$ cat config.mk
export PLATFORM = sky130hd
export DESIGN_NAME = rsa_datapath
export DESIGN_NICKNAME = d
export VERILOG_FILES = /design/src/rtl/rsa_pkg.sv /design/src/rtl/mmm_serial.sv /design/src/rtl/rsa_datapath.sv
export SDC_FILE = /design/constraint.sdc
export NUM_CORES = 1
export LEC_CHECK = 0
export BUFFER_PORTS_ARGS = -buffer_cell sky130_fd_sc_hd__buf_2
export CAP_MARGIN = 10
export CORE_ASPECT_RATIO = 1.1
export CORE_MARGIN = 1.5
export CORE_UTILIZATION = 66
export DETAILED_ROUTE_END_ITERATION = 8
export HOLD_SLACK_MARGIN = 0.02
export PLACE_DENSITY = 0.86
export RECOVER_POWER = 100
export SETUP_SLACK_MARGIN = 0.5
export SYNTH_ARGS = -nofsm -noshare
export SYNTH_HDL_FRONTEND = slang
export SYNTH_SLANG_ARGS = --single-unit
$ cat constraint.sdc
create_clock -name clk -period 6.8 [get_ports clk]
set_input_delay 1.36 -clock clk [delete_from_list [all_inputs] [get_ports clk]]
set_output_delay 1.36 -clock clk [all_outputs]
set_load 0.03 [all_outputs]
$ cat src/rtl/rsa_pkg.sv
// Shared constants for the RSA exponentiation datapath: operand-select codes
// and the Montgomery multiplier state encoding.
package rsa_pkg;

    localparam logic [1:0] SEL1_INIT = 2'b00;
    localparam logic [1:0] SEL1_MULT = 2'b01;
    localparam logic [1:0] SEL1_CONV = 2'b10;

    localparam logic SEL2_INIT = 1'b0;
    localparam logic SEL2_SQR  = 1'b1;

    typedef enum logic [1:0] {
        MMM_IDLE = 2'b00,
        MMM_RUN  = 2'b01,
        MMM_DONE = 2'b10
    } mmm_state_e;

endpackage

$ cat src/rtl/mmm_serial.sv
// Bit-serial Montgomery multiplier: res = a*b*2^-WIDTH mod m after WIDTH
// iterations, with a final conditional subtraction on the output.
module mmm_serial
    import rsa_pkg::*;
#(
    parameter int WIDTH = 8
) (
    input  logic             clk,
    input  logic             rstb,
    input  logic             en,
    input  logic             clr_n,
    input  logic             start,
    input  logic [WIDTH-1:0] a,
    input  logic [WIDTH-1:0] b,
    input  logic [WIDTH-1:0] m,
    output logic [WIDTH-1:0] res,
    output logic             busy
);

    localparam int CW = $clog2(WIDTH + 1);

    mmm_state_e       r_state;
    mmm_state_e       w_state_nxt;
    logic [WIDTH-1:0] r_a;
    logic [WIDTH-1:0] r_b;
    logic [WIDTH+1:0] r_t;
    logic [CW-1:0]    r_iter;

    logic [WIDTH+2:0] w_u;
    logic [WIDTH+2:0] w_v;
    logic [WIDTH+1:0] w_t_nxt;
    logic [WIDTH+1:0] w_diff;
    logic             w_q;
    logic             w_last;
    logic             w_ge;

    // One extra headroom bit above T so the u + q*M sum never wraps.
    always_comb begin
        w_u     = {1'b0, r_t} + (r_a[0] ? {3'b000, r_b} : '0);
        w_q     = w_u[0];
        w_v     = w_u + (w_q ? {3'b000, m} : '0);
        w_t_nxt = w_v[WIDTH+2:1];
    end

    assign w_last = (r_iter == CW'(WIDTH - 1));

    always_comb begin
        w_state_nxt = r_state;
        if (start) begin
            w_state_nxt = MMM_RUN;
        end else if (!clr_n) begin
            w_state_nxt = MMM_IDLE;
        end else begin
            case (r_state)
                MMM_RUN:  if (w_last) w_state_nxt = MMM_DONE;
                MMM_DONE: w_state_nxt = MMM_DONE;
                default:  w_state_nxt = MMM_IDLE;
            endcase
        end
    end

    always_ff @(posedge clk or negedge rstb) begin
        if (!rstb) begin
            r_state <= MMM_IDLE;
            r_a     <= '0;
            r_b     <= '0;
            r_t     <= '0;
            r_iter  <= '0;
        end else if (en) begin
            r_state <= w_state_nxt;
            if (start) begin
                r_a    <= a;
                r_b    <= b;
                r_t    <= '0;
                r_iter <= '0;
            end else if (!clr_n) begin
                r_t    <= '0;
                r_iter <= '0;
            end else if (r_state == MMM_RUN) begin
                r_t    <= w_t_nxt;
                r_a    <= r_a >> 1;
                r_iter <= r_iter + CW'(1);
            end
        end
    end

    assign w_ge   = (r_t >= {2'b00, m});
    assign w_diff = r_t - {2'b00, m};
    assign res    = w_ge ? w_diff[WIDTH-1:0] : r_t[WIDTH-1:0];
    assign busy   = (r_state == MMM_RUN);

endmodule

$ cat src/rtl/rsa_datapath.sv
// RSA exponentiation datapath: reg1/reg2, two Montgomery multipliers, result.
// Optional overrun flag is compiled in with RSA_DATAPATH_OVERRUN_EN.
module rsa_datapath
    import rsa_pkg::*;
#(
    parameter int WIDTH = 8
) (
    input  logic             clk,
    input  logic             rstb,
    input  logic             en,
    input  logic             rst_mmm,
    input  logic             ld_a,
    input  logic             ld_r,
    input  logic             lock1,
    input  logic             lock2,
    input  logic [1:0]       sel1,
    input  logic             sel2,
    input  logic             eoc,
    input  logic [WIDTH-1:0] msg,
    input  logic [WIDTH-1:0] modulus,
    input  logic [WIDTH-1:0] r2,
    output logic [WIDTH-1:0] result,
    output logic             done
`ifdef RSA_DATAPATH_OVERRUN_EN
    ,
    output logic             ovr
`endif
);

    localparam logic [WIDTH-1:0] ONE = WIDTH'(1);

    logic [WIDTH-1:0] r_reg1;
    logic [WIDTH-1:0] r_reg2;
    logic [WIDTH-1:0] r_result;
    logic             r_eoc;
    logic             r_done;

    logic [WIDTH-1:0] w_a1;
    logic [WIDTH-1:0] w_b1;
    logic [WIDTH-1:0] w_a2;
    logic [WIDTH-1:0] w_b2;
    logic [WIDTH-1:0] w_res1;
    logic [WIDTH-1:0] w_res2;
    logic             w_busy1;
    logic             w_busy2;

    always_comb begin
        w_a1 = r2;
        w_b1 = ONE;
        case (sel1)
            SEL1_INIT: begin
                w_a1 = r2;
                w_b1 = ONE;
            end
            SEL1_MULT: begin
                w_a1 = r_reg1;
                w_b1 = r_reg2;
            end
            default: begin
                w_a1 = r_reg1;
                w_b1 = ONE;
            end
        endcase
    end

    always_comb begin
        w_a2 = msg;
        w_b2 = r2;
        if (sel2 == SEL2_SQR) begin
            w_a2 = r_reg2;
            w_b2 = r_reg2;
        end
    end

    // ld_a/ld_r/eoc are single-cycle strobes from the controller, honoured
    // only when en is high; there is no back-pressure towards the controller.
    mmm_serial #(.WIDTH(WIDTH)) u_mmm1 (
        .clk   (clk),
        .rstb  (rstb),
        .en    (en),
        .clr_n (rst_mmm),
        .start (ld_a),
        .a     (w_a1),
        .b     (w_b1),
        .m     (modulus),
        .res   (w_res1),
        .busy  (w_busy1)
    );

    mmm_serial #(.WIDTH(WIDTH)) u_mmm2 (
        .clk   (clk),
        .rstb  (rstb),
        .en    (en),
        .clr_n (rst_mmm),
        .start (ld_a),
        .a     (w_a2),
        .b     (w_b2),
        .m     (modulus),
        .res   (w_res2),
        .busy  (w_busy2)
    );

    // A simultaneous ld_a only reloads the multipliers on this edge, so ld_r
    // still captures the results of the previous operation.
    always_ff @(posedge clk or negedge rstb) begin
        if (!rstb) begin
            r_reg1   <= '0;
            r_reg2   <= '0;
            r_eoc    <= 1'b0;
            r_done   <= 1'b0;
            r_result <= '0;
        end else if (en) begin
            if (ld_r && lock1) r_reg1 <= w_res1;
            if (ld_r && lock2) r_reg2 <= w_res2;
            r_eoc  <= eoc;
            r_done <= r_eoc;
            if (r_eoc) r_result <= r_reg1;
        end
    end

    assign result = r_result;
    assign done   = r_done;

`ifdef RSA_DATAPATH_OVERRUN_EN
    logic r_ovr;

    // A fresh overrun wins over the clear when both occur on one edge.
    always_ff @(posedge clk or negedge rstb) begin
        if (!rstb) begin
            r_ovr <= 1'b0;
        end else if (en) begin
            if ((ld_a || ld_r) && (w_busy1 || w_busy2)) begin
                r_ovr <= 1'b1;
            end else if (ld_a && (sel1 == SEL1_INIT)) begin
                r_ovr <= 1'b0;
            end
        end
    end

    assign ovr = r_ovr;
`else
    logic w_unused_busy;
    assign w_unused_busy = w_busy1 | w_busy2;
`endif

endmodule

After elaboration in Yosys (flattened, before gate mapping):

Cells that the tools add are included.

* output and inout port bits: 9
* register bits after elaboration: 90

* add/subtract/negate cells: 8
* mux-type cells: 36
* equal/unequal tests: 11
* order comparisons: 2
* reductions and logical operators: 16

Operators by type and width (number)
* 2-to-1 mux 8 bit: 16
* 2-to-1 mux 10 bit: 6
* 2-to-1 mux 4 bit: 6
* adder 10 x 8 -> 11 bit: 2
* adder 11 bit: 2
* >= comparator 10 x 8 -> 1 bit: 2
* AND reduction 2 bit: 8
* subtractor 8 bit: 2
* 2-to-1 mux 2 bit: 6
* adder 4 x 1 -> 4 bit, second input constant: 2
* == test 4 x 3 -> 1 bit, second input constant: 2
* inequality test 4 bit, second input constant: 2
* one-hot mux 2 bit (2 select lines): 2
* == test 2 x 1 -> 1 bit, second input constant: 3
* inequality test 3 x 1 -> 1 bit, second input constant: 2
* AND reduction 3 bit: 2
* nonzero test 2 bit: 3
* == test 2 bit, second input constant: 2
* logical AND 1 bit: 2
* zero test 2 bit: 1

Longest topological paths before layout:

Gate-level depths: netlist (run 1).

* depth in word-level cells: 7
* depth in mapped cells: 16

By module:

A second synthesis (run 1) with hierarchy kept.

* cells, all modules: 693
* area, all modules: 6578.8 um^2

Modules (own cells, without submodules)
* mmm_serial: area each 2626.3 um^2, times used 2, cells an instance 288, seq. area each 800.8 um^2
* rsa_datapath: area each 1326.3 um^2, times used 1, cells an instance 117, seq. area each 650.6 um^2

Least setup slack after synthesis (run 1):

No wires, ideal clock.

* path kind: input to register
* start point: in modulus[0]
* end point: reg r_reg2[5]
* arrival: 3.137 ns
* data required time: 6.680 ns
* stages on the path: 10
* buffers on the path: 1
* setup time: 0.120 ns
* path slack: 3.543 ns
* cell sequence: ha_1 fa_1 nor2b_1 o21ai_0 a21boi_1 o31ai_1 a2bb2oi_1 buf_4 o21ai_0 a31o_2

* word-level cells in the longest chain between the ends: 2

Ends and longest elaborated chain
* from (decl): line rsa_datapath.sv:20 `input logic [WIDTH-1:0] modulus,`
* subtractor 8 bit / >= comparator 10 x 8 -> 1 bit (equally long branches): line mmm_serial.sv:88, mmm_serial.sv:87
* 2-to-1 mux 8 bit *: line mmm_serial.sv:89 `assign res = w_ge ? w_diff[WIDTH-1:0] : r_t[WIDTH-1:0];`
* to (signal assigned): line rsa_datapath.sv:114 `if (ld_r && lock2) r_reg2 <= w_res2;`
* to (decl): line rsa_datapath.sv:33 `logic [WIDTH-1:0] r_reg2;`

Every way passes the cells marked *; elsewhere a longest branch is shown, timed or not.
A chain may end at the register's enable or synchronous reset.

Worst setup path in the final report (run 1):

* start point: in ld_a
* end point: reg u_mmm1.r_b[4]

* word-level cells in the longest chain between the ends: 1

Ends and longest elaborated chain
* from (decl): line rsa_datapath.sv:12 `input logic ld_a,`
* AND reduction 2 bit (no line)
* to (signal assigned): line mmm_serial.sv:66 `r_b <= '0;`
* to (signal assigned): line mmm_serial.sv:73 `r_b <= b;`
* to (decl): line mmm_serial.sv:25 `logic [WIDTH-1:0] r_b;`

Every way passes these cells.

==> key figures, run 1 <==
Outcome
  • Status: complete, but fails checks
  • Violated checks: max-capacitance violations, max-slew violations

Timing
  • Fin crit share: a little under 60%
  • FMAX: roughly 250 MHz
  • Tmin final: 4.058 ns
  • Final Hold Vio Count: 0
  • Setup Skew: ~0.0095 ns
  • RSZ-0062 raised after global routing: no
  • Slew headroom: -51.44%
  • Setup violations, final: 0
  • Count of pins over their slew limit: 42
  • Slew @ Worst Pin: 2.272 ns
  • Setup TNS: 0 ns

Yosys
  • Mux contribution to synthesized area: 5.791%
  • Synthesis Warnings: 0
  • Synth async-reset ratio: 100.0%
  • Compound-cell area share of the yosys netlist: 20.07%
  • Synth Area per Inst: 8.850 sq um
  • Post-Synth Adder-Cell Area: between 10% and 20%
  • Syn Nets: 800
  • #FFs+latches synth: 90
  • Synth Area in Simple Gates: 17.87%
  • EDFF count, synth: 0
  • Post-synthesis xor/xnor area fraction: under 10%
  • Library cells used by synthesis: 59
  • Ys flop type: dfrtp_1
  • Sequential fraction of the synthesis area: 35.94%
  • Synthesized area: 6266 sq um
  • Post-synthesis cell count: 708
  • Largest family of logic cells by synthesized area: compound AO/OA/AOI/OAI gates

Global routing
  • Total track usage: 33.03%
  • Vias in the first global route: around 5400
  • Number of antenna violations at the first check in global routing: 0
  • GRT overflow: 0
  • First-pass GRT wire length: roughly 25000 um
  • Largest net degree at the start of global routing: 51

Detailed routing
  • Iteration count of the initial detailed-routing pass: 6
  • Routed len/inst: 18.47 um
  • Drt drc: 0
  • Drt total wl: 15940 um
  • DR iter-0 viols: roughly 530
  • DRT antenna net count: 0
  • Vias: 5518
  • Vias/cell: 6.394

Critical path
  • CP required: 7.10 ns
  • Reg2reg setup slack: 3.32 ns
  • R2R depth: 15
  • Critical path, cell by cell: clkbuf_1 -> nand2_1 -> nor3b_1 -> a22o_1
  • Crit Path Max Fanout: 34
  • Setup crit end kind: flop
  • Critical path startpoint: ld_a
  • Slowest stage cell on the critical path: nor3b_1
  • Critical Path Sink: u_mmm1.r_b[4]
  • Critical R2R Capture: u_mmm1.r_t[8]
  • Start of the worst register-to-register path: u_mmm1.r_a[0]
  • Worst stage delay on the critical path: about 1 ns
  • Worst setup SP type: input port
  • Crit path DAT: 4.36 ns
  • Type of the worst setup path: input port to flop

Clocking
  • CTS clk-pin slew, worst paths: about 0.08 ns
  • CTS tree: done
  • Number of CTS-inserted buffers: 9
  • CTS root buf: clkbuf_8
  • Max Root-Sink Buffers: 2
  • Clk Latency, worst-skew pair: 0.37 ns
  • Post-CTS Resized: 0
  • H-tree Lvls: 3
  • Post-CTS setup buffers: 0
  • Hold_buf cts: 0
  • CTS sink cnt: 90

Floorplanning
  • Top-level port count: 45
  • Core ar.: 9305 sq um
  • Die ar.: around 10000 sq um
  • Row count: 37
  • Starting Density: 67.34%
  • Die X-Extent: about 96 um
  • Die height: 105.2 um

Power and ir drop
  • Peak supply drop: 0.09841 mV
  • Design Power: 1.190 mW
  • Power density over the cells: 178.0 nW/um^2
  • Leakage power: ~3.2 nW

Finish
  • Sequential Area: 2252 sq um
  • Layout cell share with drive strength beyond 1: 8.311%
  • Util after Layout: 71.86%
  • Multi-input gate area: 3796 sq um
  • ANT cells: 0
  • Fillers: 700
  • NumNets Final: 835
  • Synth-to-Final Area Change: 6.709%

Placed design
  • GPL Wtd Cong: 0.9539
  • PortBufs: 44
  • HPWL after DPL: about 12000 um

Worst hold path
  • Worst hold path type: flop to flop

Flow run
  • Max cap viols: 1
power by group:
part | switching, mW | total [mW] | internal, mW | leakage, nW
registers | 0.0326 | 0.606 | 0.574 | 1.21
logic | 0.157 | 0.253 | 0.0965 | 1.95
clock network | 0.192 | 0.331 | 0.139 | 0.0746
metal layers:
layer  global-route usage, %  share of wire (%)  vias to the layer above
met4                   12.08                2.7                        0
li1                        -                  -                     2580
met3                   4.876                6.6                       38
met1                   43.76                 43                     2662
met5                       0                  0                        -
met2                   54.12                 48                      238
synthesized netlist by cell type, types with 2 or more instances:
| library cell | number | area share [%] |
|---|---|---|
| and2_1 | 30 | 3.0 |
| or3b_2 | 2 | 0.28 |
| dfrtp_1 | 90 | 36 |
| xnor2_1 | 27 | 3.8 |
| a21oi_1 | 35 | 2.8 |
| nor2b_1 | 7 | 0.70 |
| or3_1 | 4 | 0.40 |
| nand4_1 | 6 | 0.60 |
| xor2_1 | 7 | 0.98 |
| fa_1 | 6 | 1.9 |
| a32o_1 | 2 | 0.32 |
| nor3b_1 | 2 | 0.24 |
| mux2i_1 | 25 | 4.0 |
| nand3_1 | 20 | 1.6 |
| o21a_1 | 9 | 1.1 |
| a2bb2oi_1 | 4 | 0.56 |
| ha_1 | 50 | 10 |
| a22o_1 | 11 | 1.5 |
| buf_2 | 3 | 0.24 |
| o21bai_1 | 2 | 0.24 |
| mux2_2 | 10 | 1.8 |
| nor2_1 | 31 | 1.9 |
| nor3_1 | 7 | 0.56 |
| a41oi_1 | 3 | 0.42 |
| a221o_1 | 2 | 0.32 |
| nand2b_1 | 10 | 1.0 |
| clkbuf_1 | 18 | 1.1 |
| nand2_1 | 108 | 6.5 |
| a21o_1 | 7 | 0.84 |
| and3_1 | 4 | 0.40 |
| inv_1 | 30 | 1.8 |
| o31ai_1 | 6 | 0.72 |
| o211ai_1 | 2 | 0.24 |
| o21ai_1 | 2 | 0.16 |
| o21ai_0 | 97 | 7.7 |
| a211oi_1 | 3 | 0.36 |
| nor4_1 | 4 | 0.40 |
stage by stage:
step / cell area (sq um) / hold slack (ns) / std cells / worst slack, ns
after floorplan: 6266 / 0.4418 / 708 / 3.543
after global placement: 6564 / 0.4582 / 849 / 2.748
after detailed placement: 6564 / 0.4692 / 849 / 2.589
after CTS: 6724 / 0.4865 / 863 / 2.972
after global routing: 6686 / 0.5061 / 863 / 2.490
final: 6686 / 0.4851 / 863 / 2.742
sequential cells by signal, indices dropped and copies added, names as in the netlist, 8 cells and up:
| register | cells |
|---|---|
| u_mmm1.r_b | 8 |
| u_mmm2.r_b | 8 |
| r_reg2 | 8 |
| u_mmm2.r_a | 8 |
| u_mmm1.r_t | 10 |
| result | 8 |
| u_mmm1.r_a | 8 |
| u_mmm2.r_t | 10 |
| r_reg1 | 8 |
final cells by class:
class	instances	share of cell area, %
multi-input combinational	565	56.77
sequential	90	33.68
timing repair buffer	47	3.275
tap	117	2.189
clock buffer	12	2.171
inverter	30	1.684
clock inverter	2	0.2246
worst max-delay path: cells and delay by family:
family | cells | cell delay (ns)
buffers and inverters | 1 | 0.88
AOI/OAI and AO/OA | 1 | 0.24
and+or+nand+nor | 2 | 1.87
how the worst min path moves through the flow:
stage	from	end	depth (start not counted)
after floorplan	u_mmm2.r_b[7]	u_mmm2.r_b[7]	2
after global placement	u_mmm2.r_b[6]	u_mmm2.r_b[6]	2
after detailed placement	u_mmm1.r_a[7]	u_mmm1.r_a[7]	2
after CTS	u_mmm1.r_a[7]	u_mmm1.r_a[7]	2
after global routing	u_mmm1.r_a[7]	u_mmm1.r_a[7]	2
final	u_mmm1.r_a[7]	u_mmm1.r_a[7]	2
placed cells by master (no fill, tap or decap), types with 6 or more instances in the layout:
master	count
fa_1	6
nor3_1	7
xnor2_1	27
and2_1	28
mux2i_1	25
a21oi_1	35
nand4_1	6
clkbuf_1	17
nand2b_1	10
inv_1	30
o21ai_0	100
a22o_1	11
nor2b_1	7
clkbuf_8	10
dfrtp_1	90
mux2_2	10
xor2_1	7
nand3_1	20
o21a_1	9
o31ai_1	6
ha_1	50
nor2_1	31
a21o_1	7
nand2_1	108
buf_2	31
cells by family after synthesis:
family          after synthesis
simple gates                238
compound gates              201
flops                        90
fa+ha+maj                    56
buf+inv                      53
xor+xnor                     35
mux                          35
(Power assumes the default switching activity.)
==> inputs of run 2 (changes only) <==
CORE_UTILIZATION = 56   (was 66)
PLACE_DENSITY = 0.78   (was 0.86)
clock period = 3.6 ns   (was 6.8 ns; I/O delays follow)
==> run 2 against run 1 <==
The flow still finishes with violations (max-capacitance violations, max-slew violations). Design area grew 6.2%. Sequential share of layout area down 2.0 points. Sequential cell count unchanged. Final cell count is 5.2% higher. Clock skew shrank 0.0020 ns. Count of clock-buffer cells in the layout rose by 1. Total power increased by 120%. Wire length is 5.8% higher. Non-clock buffer count grew 13. Clock power rose to 2.8 times the previous value. Largest power group unchanged.
==> key figures, run 2 (synthesis results as in run 1) <==
Placed design
  • PortBufs: 44 (unchanged)
  • HPWL after DPL: 12030 um (-0.75%)
  • GPL Wtd Cong: 0.9939 (+4.2%)
  • Cell Count Post-Placement: 883 (+4.0%)
  • Setup slack after placement: 0.4251 ns (-2.164 ns)

Global routing
  • Largest net degree at the start of global routing: 78 (+53%)
  • Number of antenna violations at the first check in global routing: 0 (unchanged)
  • GRT overflow: 0 (unchanged)
  • First-pass GRT wire length: 26520 um (+4.0%)
  • Total track usage: 28.17% (-4.9 points)
  • Vias in the first global route: 5387 (+0.26%)

Critical path
  • Crit path DAT: 3.46 ns (-0.90 ns)
  • Worst setup SP type: flop
  • Critical path, cell by cell: and2_0 -> ha_1 -> inv_1 -> fa_1 -> nand2b_4 -> nand2_1 -> a21oi_1 -> xnor2_1 -> ha_1 -> nand3_1 -> nand2_1 -> a41oi_2 -> nand2b_1 -> a21oi_2 -> xor2_1 -> o21ai_0
  • CP required: 3.81 ns (-3.29 ns)
  • Setup crit end kind: flop
  • Type of the worst setup path: flop to flop
  • Slowest stage cell on the critical path: dfrtp_1
  • Bufs and invs on worst path: 1 (unchanged)
  • Crit Path Max Fanout: 6 (-82%)
  • Worst stage delay on the critical path: 0.42 ns (-0.60 ns)
  • Delay-heaviest family, CP: adder cells

Timing
  • Final Hold Vio Count: 0 (unchanged)
  • Tmin final: 3.242 ns
  • Slew @ Worst Pin: 1.988 ns (-0.2835 ns)
  • FMAX: around 310 MHz
  • Setup TNS: 0 ns (unchanged)
  • Setup violations, final: 0 (unchanged)
  • Count of pins over their slew limit: 78 (+86%)
  • Final worst setup slack: 0.3580 ns (-2.384 ns)
  • RSZ-0062 raised after global routing: no
  • Fin crit share: 90.06%
  • Slew headroom: -32.54% (+19 points)
  • Setup Skew: 0.007502 ns (-0.001951 ns)

Detailed routing
  • DRT antenna net count: 0 (unchanged)
  • Routed len/inst: 18.58 um (+0.56%)
  • Iteration count of the initial detailed-routing pass: 6 (unchanged)
  • Drt drc: 0 (unchanged)
  • Drt total wl: 16870 um (+5.8%)
  • Vias/cell: 6.199 (-3.0%)
  • Vias: 5629 (+2.0%)
  • DR iter-0 viols: 573 (+8.3%)

Outcome
  • Violated checks: max-capacitance violations, max-slew violations
  • Status: complete, but fails checks

Finish
  • Util after Layout: 65.08% (-6.8 points)
  • Commonest non-fill, non-tap cells in the layout: nand2_1, o21ai_0, dfrtp_1, ha_1, buf_2
  • Layout cell share with drive strength beyond 1: 13.93% (+5.6 points)
  • Sequential Area: 2252 sq um (unchanged)
  • Multi-input gate area: 3955 sq um (+4.2%)
  • ANT cells: 0 (unchanged)
  • Commonest non-fill, non-tap cell in the layout: nand2_1
  • NumNets Final: 848 (+1.6%)
  • Fillers: 903 (+29%)
  • Top flop regs: u_mmm1.r_t (10), u_mmm2.r_t (10)
  • Synth-to-Final Area Change: 13.32%
  • Final cell count without fillers: 908 (+5.2%)

Clocking
  • CTS root buf: clkbuf_16
  • CTS sink cnt: 90 (unchanged)
  • CTS clk-pin slew, worst paths: 0.06 ns (-0.02 ns)
  • CTS tree: done
  • Number of CTS-inserted buffers: 9 (unchanged)
  • Max Root-Sink Buffers: 2 (unchanged)
  • H-tree Lvls: 3 (unchanged)
  • Clk Latency, worst-skew pair: 0.35 ns (-0.02 ns)

Floorplanning
  • Top-level port count: 45 (unchanged)
  • Starting Density: 57.43% (-9.9 points)
  • Core ar.: 10910 sq um (+17%)
  • Row count: 40 (+8.1%)
  • Die X-Extent: 103.9 um (+8.3%)
  • Die height: 113.9 um (+8.3%)
  • Die ar.: 11830 sq um (+17%)

Power and ir drop
  • Power density over the cells: 365.3 nW/um^2 (+110%)
  • Peak supply drop: 0.2433 mV (+150%)
  • Leakage power: 3.359 nW (+3.6%)

Flow run
  • Max cap viols: 1 (unchanged)

Worst hold path
  • Worst hold path type: flop to flop
## run 2: changes by cell type in the layout (fill, tap and decap cells not counted), sizes merged
cell      previous run  this run
clkinvlp             2         0
clkbuf              27        30
clkinv               0         3
buf                 32        43
## run 2: layer usage
layer  global-route usage (%)  wire length, um
met1                    36.27             7297
met2                    47.77             8063
met3                    4.914              993
met4                    10.65              514
met5                        0                0
## run 2: path summary, 6_finish.rpt
kind / startpoint / to / slack, ns / depth (start not counted)
min reg2reg: u_mmm1.r_a[2] / u_mmm1.r_a[2] / 0.48 / 2
max: u_mmm2.r_a[0] / u_mmm2.r_t[6] / 0.36 / 16
min: u_mmm1.r_a[2] / u_mmm1.r_a[2] / 0.48 / 2
min in group asynchronous: rstb / done / 0.93 / 1
max reg2reg: u_mmm2.r_a[0] / u_mmm2.r_t[6] / 0.36 / 16
max in group asynchronous: rstb / r_reg1[3] / 1.45 / 2
## run 2: per-stage QoR
| step | hold slack (ns) | power [mW] | area [sq um] |
|---|---|---|---|
| 2_1_floorplan | 0.4244 | 1.475 | 6266 |
| 3_3_place_gp | 0.4585 | 1.615 | 6631 |
| 3_5_place_dp | 0.4662 | 1.639 | 6631 |
| 4_1_cts | 0.4807 | 2.576 | 6965 |
| 5_1_grt | 0.5030 | 2.711 | 7101 |
| 6_report | 0.4793 | 2.594 | 7101 |
## run 2: cell type report
type | count | area share, %
clock buffers | 13 | 3.806
clock inverters | 3 | 0.3172
inverters | 30 | 1.586
multi-input cells | 565 | 55.70
flip-flops and latches | 90 | 31.72
well taps | 147 | 2.590
repair buffers | 60 | 4.282
## run 2: timing repair
item | in CTS | in global routing
resized for setup | 7 | 44
buffers inserted | 2 | 7
hold buffers | 0 | 0
setup endpoints to repair | 7 | 10
pin swaps | 0 | 18
## run 2: tightest hold or removal path, cell delays in order (launching register included)
cell     delay [ns]
dfrtp_1        0.34
nand2_1        0.05
o21ai_0        0.06
## run 2: power by group
group | total [mW] | switching (mW) | leakage [nW] | internal [mW]
combinational | 0.520 | 0.315 | 2.00 | 0.205
sequential | 1.15 | 0.0619 | 1.21 | 1.09
clock | 0.926 | 0.399 | 0.146 | 0.527
==> inputs of run 3 (changes only) <==
PLACE_DENSITY = 0.9   (was 0.78)
==> run 3 against run 2 <==
The run now ends clean. Global-route usage shrank 0.48 points. Worst hold slack lost 0.00082 ns. Via count shrank 0.44%. Utilization is essentially flat. First-iteration DRC count shrank 9.2%. Setup slack lost 0.062 ns. Clock power grew 2.5%. Sequential cell count is the same. Critical endpoint is now u_mmm1.r_t[5]. Highest routed layer unchanged.
==> key figures, run 3 (synthesis results as in run 1) <==
Outcome
  • Status: finished, final reports clean

Floorplanning
  • Die ar.: 11830 sq um (unchanged)
  • Die height: 113.9 um (unchanged)
  • Core ar.: 10910 sq um (unchanged)
  • Die X-Extent: 103.9 um (unchanged)
  • Row count: 40 (unchanged)
  • Starting Density: 57.43% (unchanged)
  • Top-level port count: 45 (unchanged)

Clocking
  • CTS tree: done
  • H-tree Lvls: 3 (unchanged)
  • CTS sink cnt: 90 (unchanged)
  • Hold_buf cts: 0 (unchanged)
  • CTS root buf: clkbuf_16
  • CTS clk-pin slew, worst paths: 0.07 ns (about the same)
  • Clk Latency, worst-skew pair: 0.34 ns (about the same)
  • Number of CTS-inserted buffers: 9 (unchanged)
  • Max Root-Sink Buffers: 2 (unchanged)

Detailed routing
  • Routed len/inst: 18.47 um (-0.60%)
  • Vias: 5604 (-0.44%)
  • Drt drc: 0 (unchanged)
  • Iteration count of the initial detailed-routing pass: 5 (-1)
  • DR iter-0 viols: 520 (-9.2%)
  • DRT antenna net count: 0 (unchanged)
  • Vias/cell: 6.165 (-0.55%)
  • Drt total wl: 16790 um (-0.49%)

Timing
  • Count of pins over their slew limit: 0 (-100%)
  • Fin crit share: 91.79% (+1.7 points)
  • Final Hold Vio Count: 0 (unchanged)
  • Final worst setup slack: 0.2955 ns (-0.06248 ns)
  • Slew @ Worst Pin: 1.497 ns (-0.4916 ns)
  • Setup Skew: 0.007496 ns (-0.000006520 ns)
  • FMAX: 302.6 MHz (-1.9%)
  • Setup TNS: 0 ns (unchanged)
  • Slew headroom: 0.2317% (+33 points)
  • Setup violations, final: 0 (unchanged)
  • RSZ-0062 raised after global routing: yes
  • Tmin final: 3.305 ns (+0.06248 ns)

Critical path
  • Worst setup SP type: flop
  • Setup crit end kind: flop
  • Crit path DAT: 3.51 ns (+0.05 ns)
  • Delay-heaviest family, CP: adder cells
  • Bufs and invs on worst path: 2 (+1)
  • CP required: 3.80 ns (about the same)
  • Slowest stage cell on the critical path: fa_2
  • Crit Path Max Fanout: 6 (unchanged)
  • Critical path, cell by cell: and2_0 -> ha_1 -> inv_1 -> fa_2 -> inv_1 -> fa_1 -> a21o_1 -> a21oi_1 -> o21bai_1 -> a21oi_1 -> xor2_1 -> o21ai_0
  • Worst stage delay on the critical path: 0.56 ns (+0.14 ns)
  • Type of the worst setup path: flop to flop

Placed design
  • Setup slack after placement: 0.4334 ns (+0.008312 ns)
  • HPWL after DPL: 11790 um (-2.0%)
  • Placement Cell Area: 6639 sq um (+0.11%)
  • GPL Wtd Cong: 0.9538 (-4.0%)
  • PortBufs: 44 (unchanged)

Global routing
  • Number of antenna violations at the first check in global routing: 0 (unchanged)
  • Largest net degree at the start of global routing: 61 (-22%)
  • First-pass GRT wire length: 26080 um (-1.7%)
  • GRT overflow: 0 (unchanged)
  • Total track usage: 27.69% (-0.48 points)
  • Vias in the first global route: 5359 (-0.52%)

Power and ir drop
  • Power density over the cells: 368.1 nW/um^2 (+0.77%)
  • Leakage power: 3.357 nW (about the same)
  • Peak supply drop: 0.2196 mV (-9.7%)

Finish
  • Synth-to-Final Area Change: 13.28% (about the same)
  • Commonest non-fill, non-tap cell in the layout: nand2_1
  • Layout cell share with drive strength beyond 1: 13.39% (-0.54 points)
  • NumNets Final: 849 (+0.12%)
  • Commonest non-fill, non-tap cells in the layout: nand2_1, o21ai_0, dfrtp_1, ha_1, a21oi_1
  • Top flop regs: u_mmm1.r_t (10), u_mmm2.r_t (10)
  • ANT cells: 0 (unchanged)
  • Cell area after layout: 7098 sq um (about the same)

Worst hold path
  • Worst hold path type: flop to flop

Flow run
  • Max cap viols: 0 (-1)
==> run 3: changes by cell type in the layout (fill, tap and decap cells not counted), moves of 2 or more <==
cell	delta
a41oi_2	-2
buf_4	+2
inv_1	+2
inv_2	-2
==> run 3: final cells by class <==
| type | instances | area [sq um] |
|---|---|---|
| Inverter | 30 | 112.6 |
| Multi-Input combinational cell | 565 | 3934 |
| Sequential cell | 90 | 2252 |
| Fill cell | 859 | 3812 |
| Tap cell | 147 | 183.9 |
| Timing Repair Buffer | 61 | 314.1 |
| Clock buffer | 14 | 284.0 |
| Clock inverter | 2 | 17.52 |
==> run 3: path summary, 6_finish.rpt <==
kind,depth (start not counted),from,slack (ns),to
max reg2reg,12,u_mmm1.r_a[0],0.30,u_mmm1.r_t[5]
min,2,u_mmm2.r_a[7],0.48,u_mmm2.r_a[7]
min reg2reg,2,u_mmm2.r_a[7],0.48,u_mmm2.r_a[7]
max,12,u_mmm1.r_a[0],0.30,u_mmm1.r_t[5]
max in group asynchronous,2,rstb,1.38,u_mmm2.r_t[4]
min in group asynchronous,1,rstb,0.72,u_mmm1.r_t[6]
==> run 3: timing repair <==
| item | CTS | global route |
|---|---|---|
| buffers inserted | 5 | 4 |
| pin swaps | 1 | 17 |
| endpoints found under the setup margin | 8 | 10 |
| endpoints found under the hold margin | 0 | 0 |
| resized for setup | 3 | 42 |
==> run 3: per-layer routing <==
metal  part of all wire [%]  vias to the layer above  wire length (um)  GRT usage [%]
li1                       -                     2615                 -              -
met1                     41                     2641              6836          35.15
met2                     47                      267              7891          45.87
met3                    6.9                       81              1151          4.571
met4                    5.4                        0               907          14.35
met5                      0                        -                 0              0
==> run 3: stage by stage <==
step	power, mW	std cells	util, %	hold WS [ns]
floorplan	1.475	708	-	0.4244
global placement	1.619	884	60.85	0.4563
detailed placement	1.637	884	60.85	0.4655
CTS	2.594	905	64.07	0.4778
global route	2.721	909	65.06	0.5034
finish	2.613	909	65.06	0.4785
==> run 3: power by group <==
| part | switching (mW) | internal [mW] | total, mW |
|---|---|---|---|
| Sequential | 0.0605 | 1.08 | 1.15 |
| Clock | 0.401 | 0.549 | 0.949 |
| Combinational | 0.315 | 0.203 | 0.518 |
==> run 3: worst register-to-register path, stage by stage (launching register included) <==
cell,delay [ns]
dfrtp_1,0.47
and2_0,0.20
ha_1,0.23
inv_1,0.08
fa_2,0.56
inv_1,0.08
fa_1,0.43
a21o_1,0.17
a21oi_1,0.23
o21bai_1,0.14
a21oi_1,0.21
xor2_1,0.24
o21ai_0,0.12
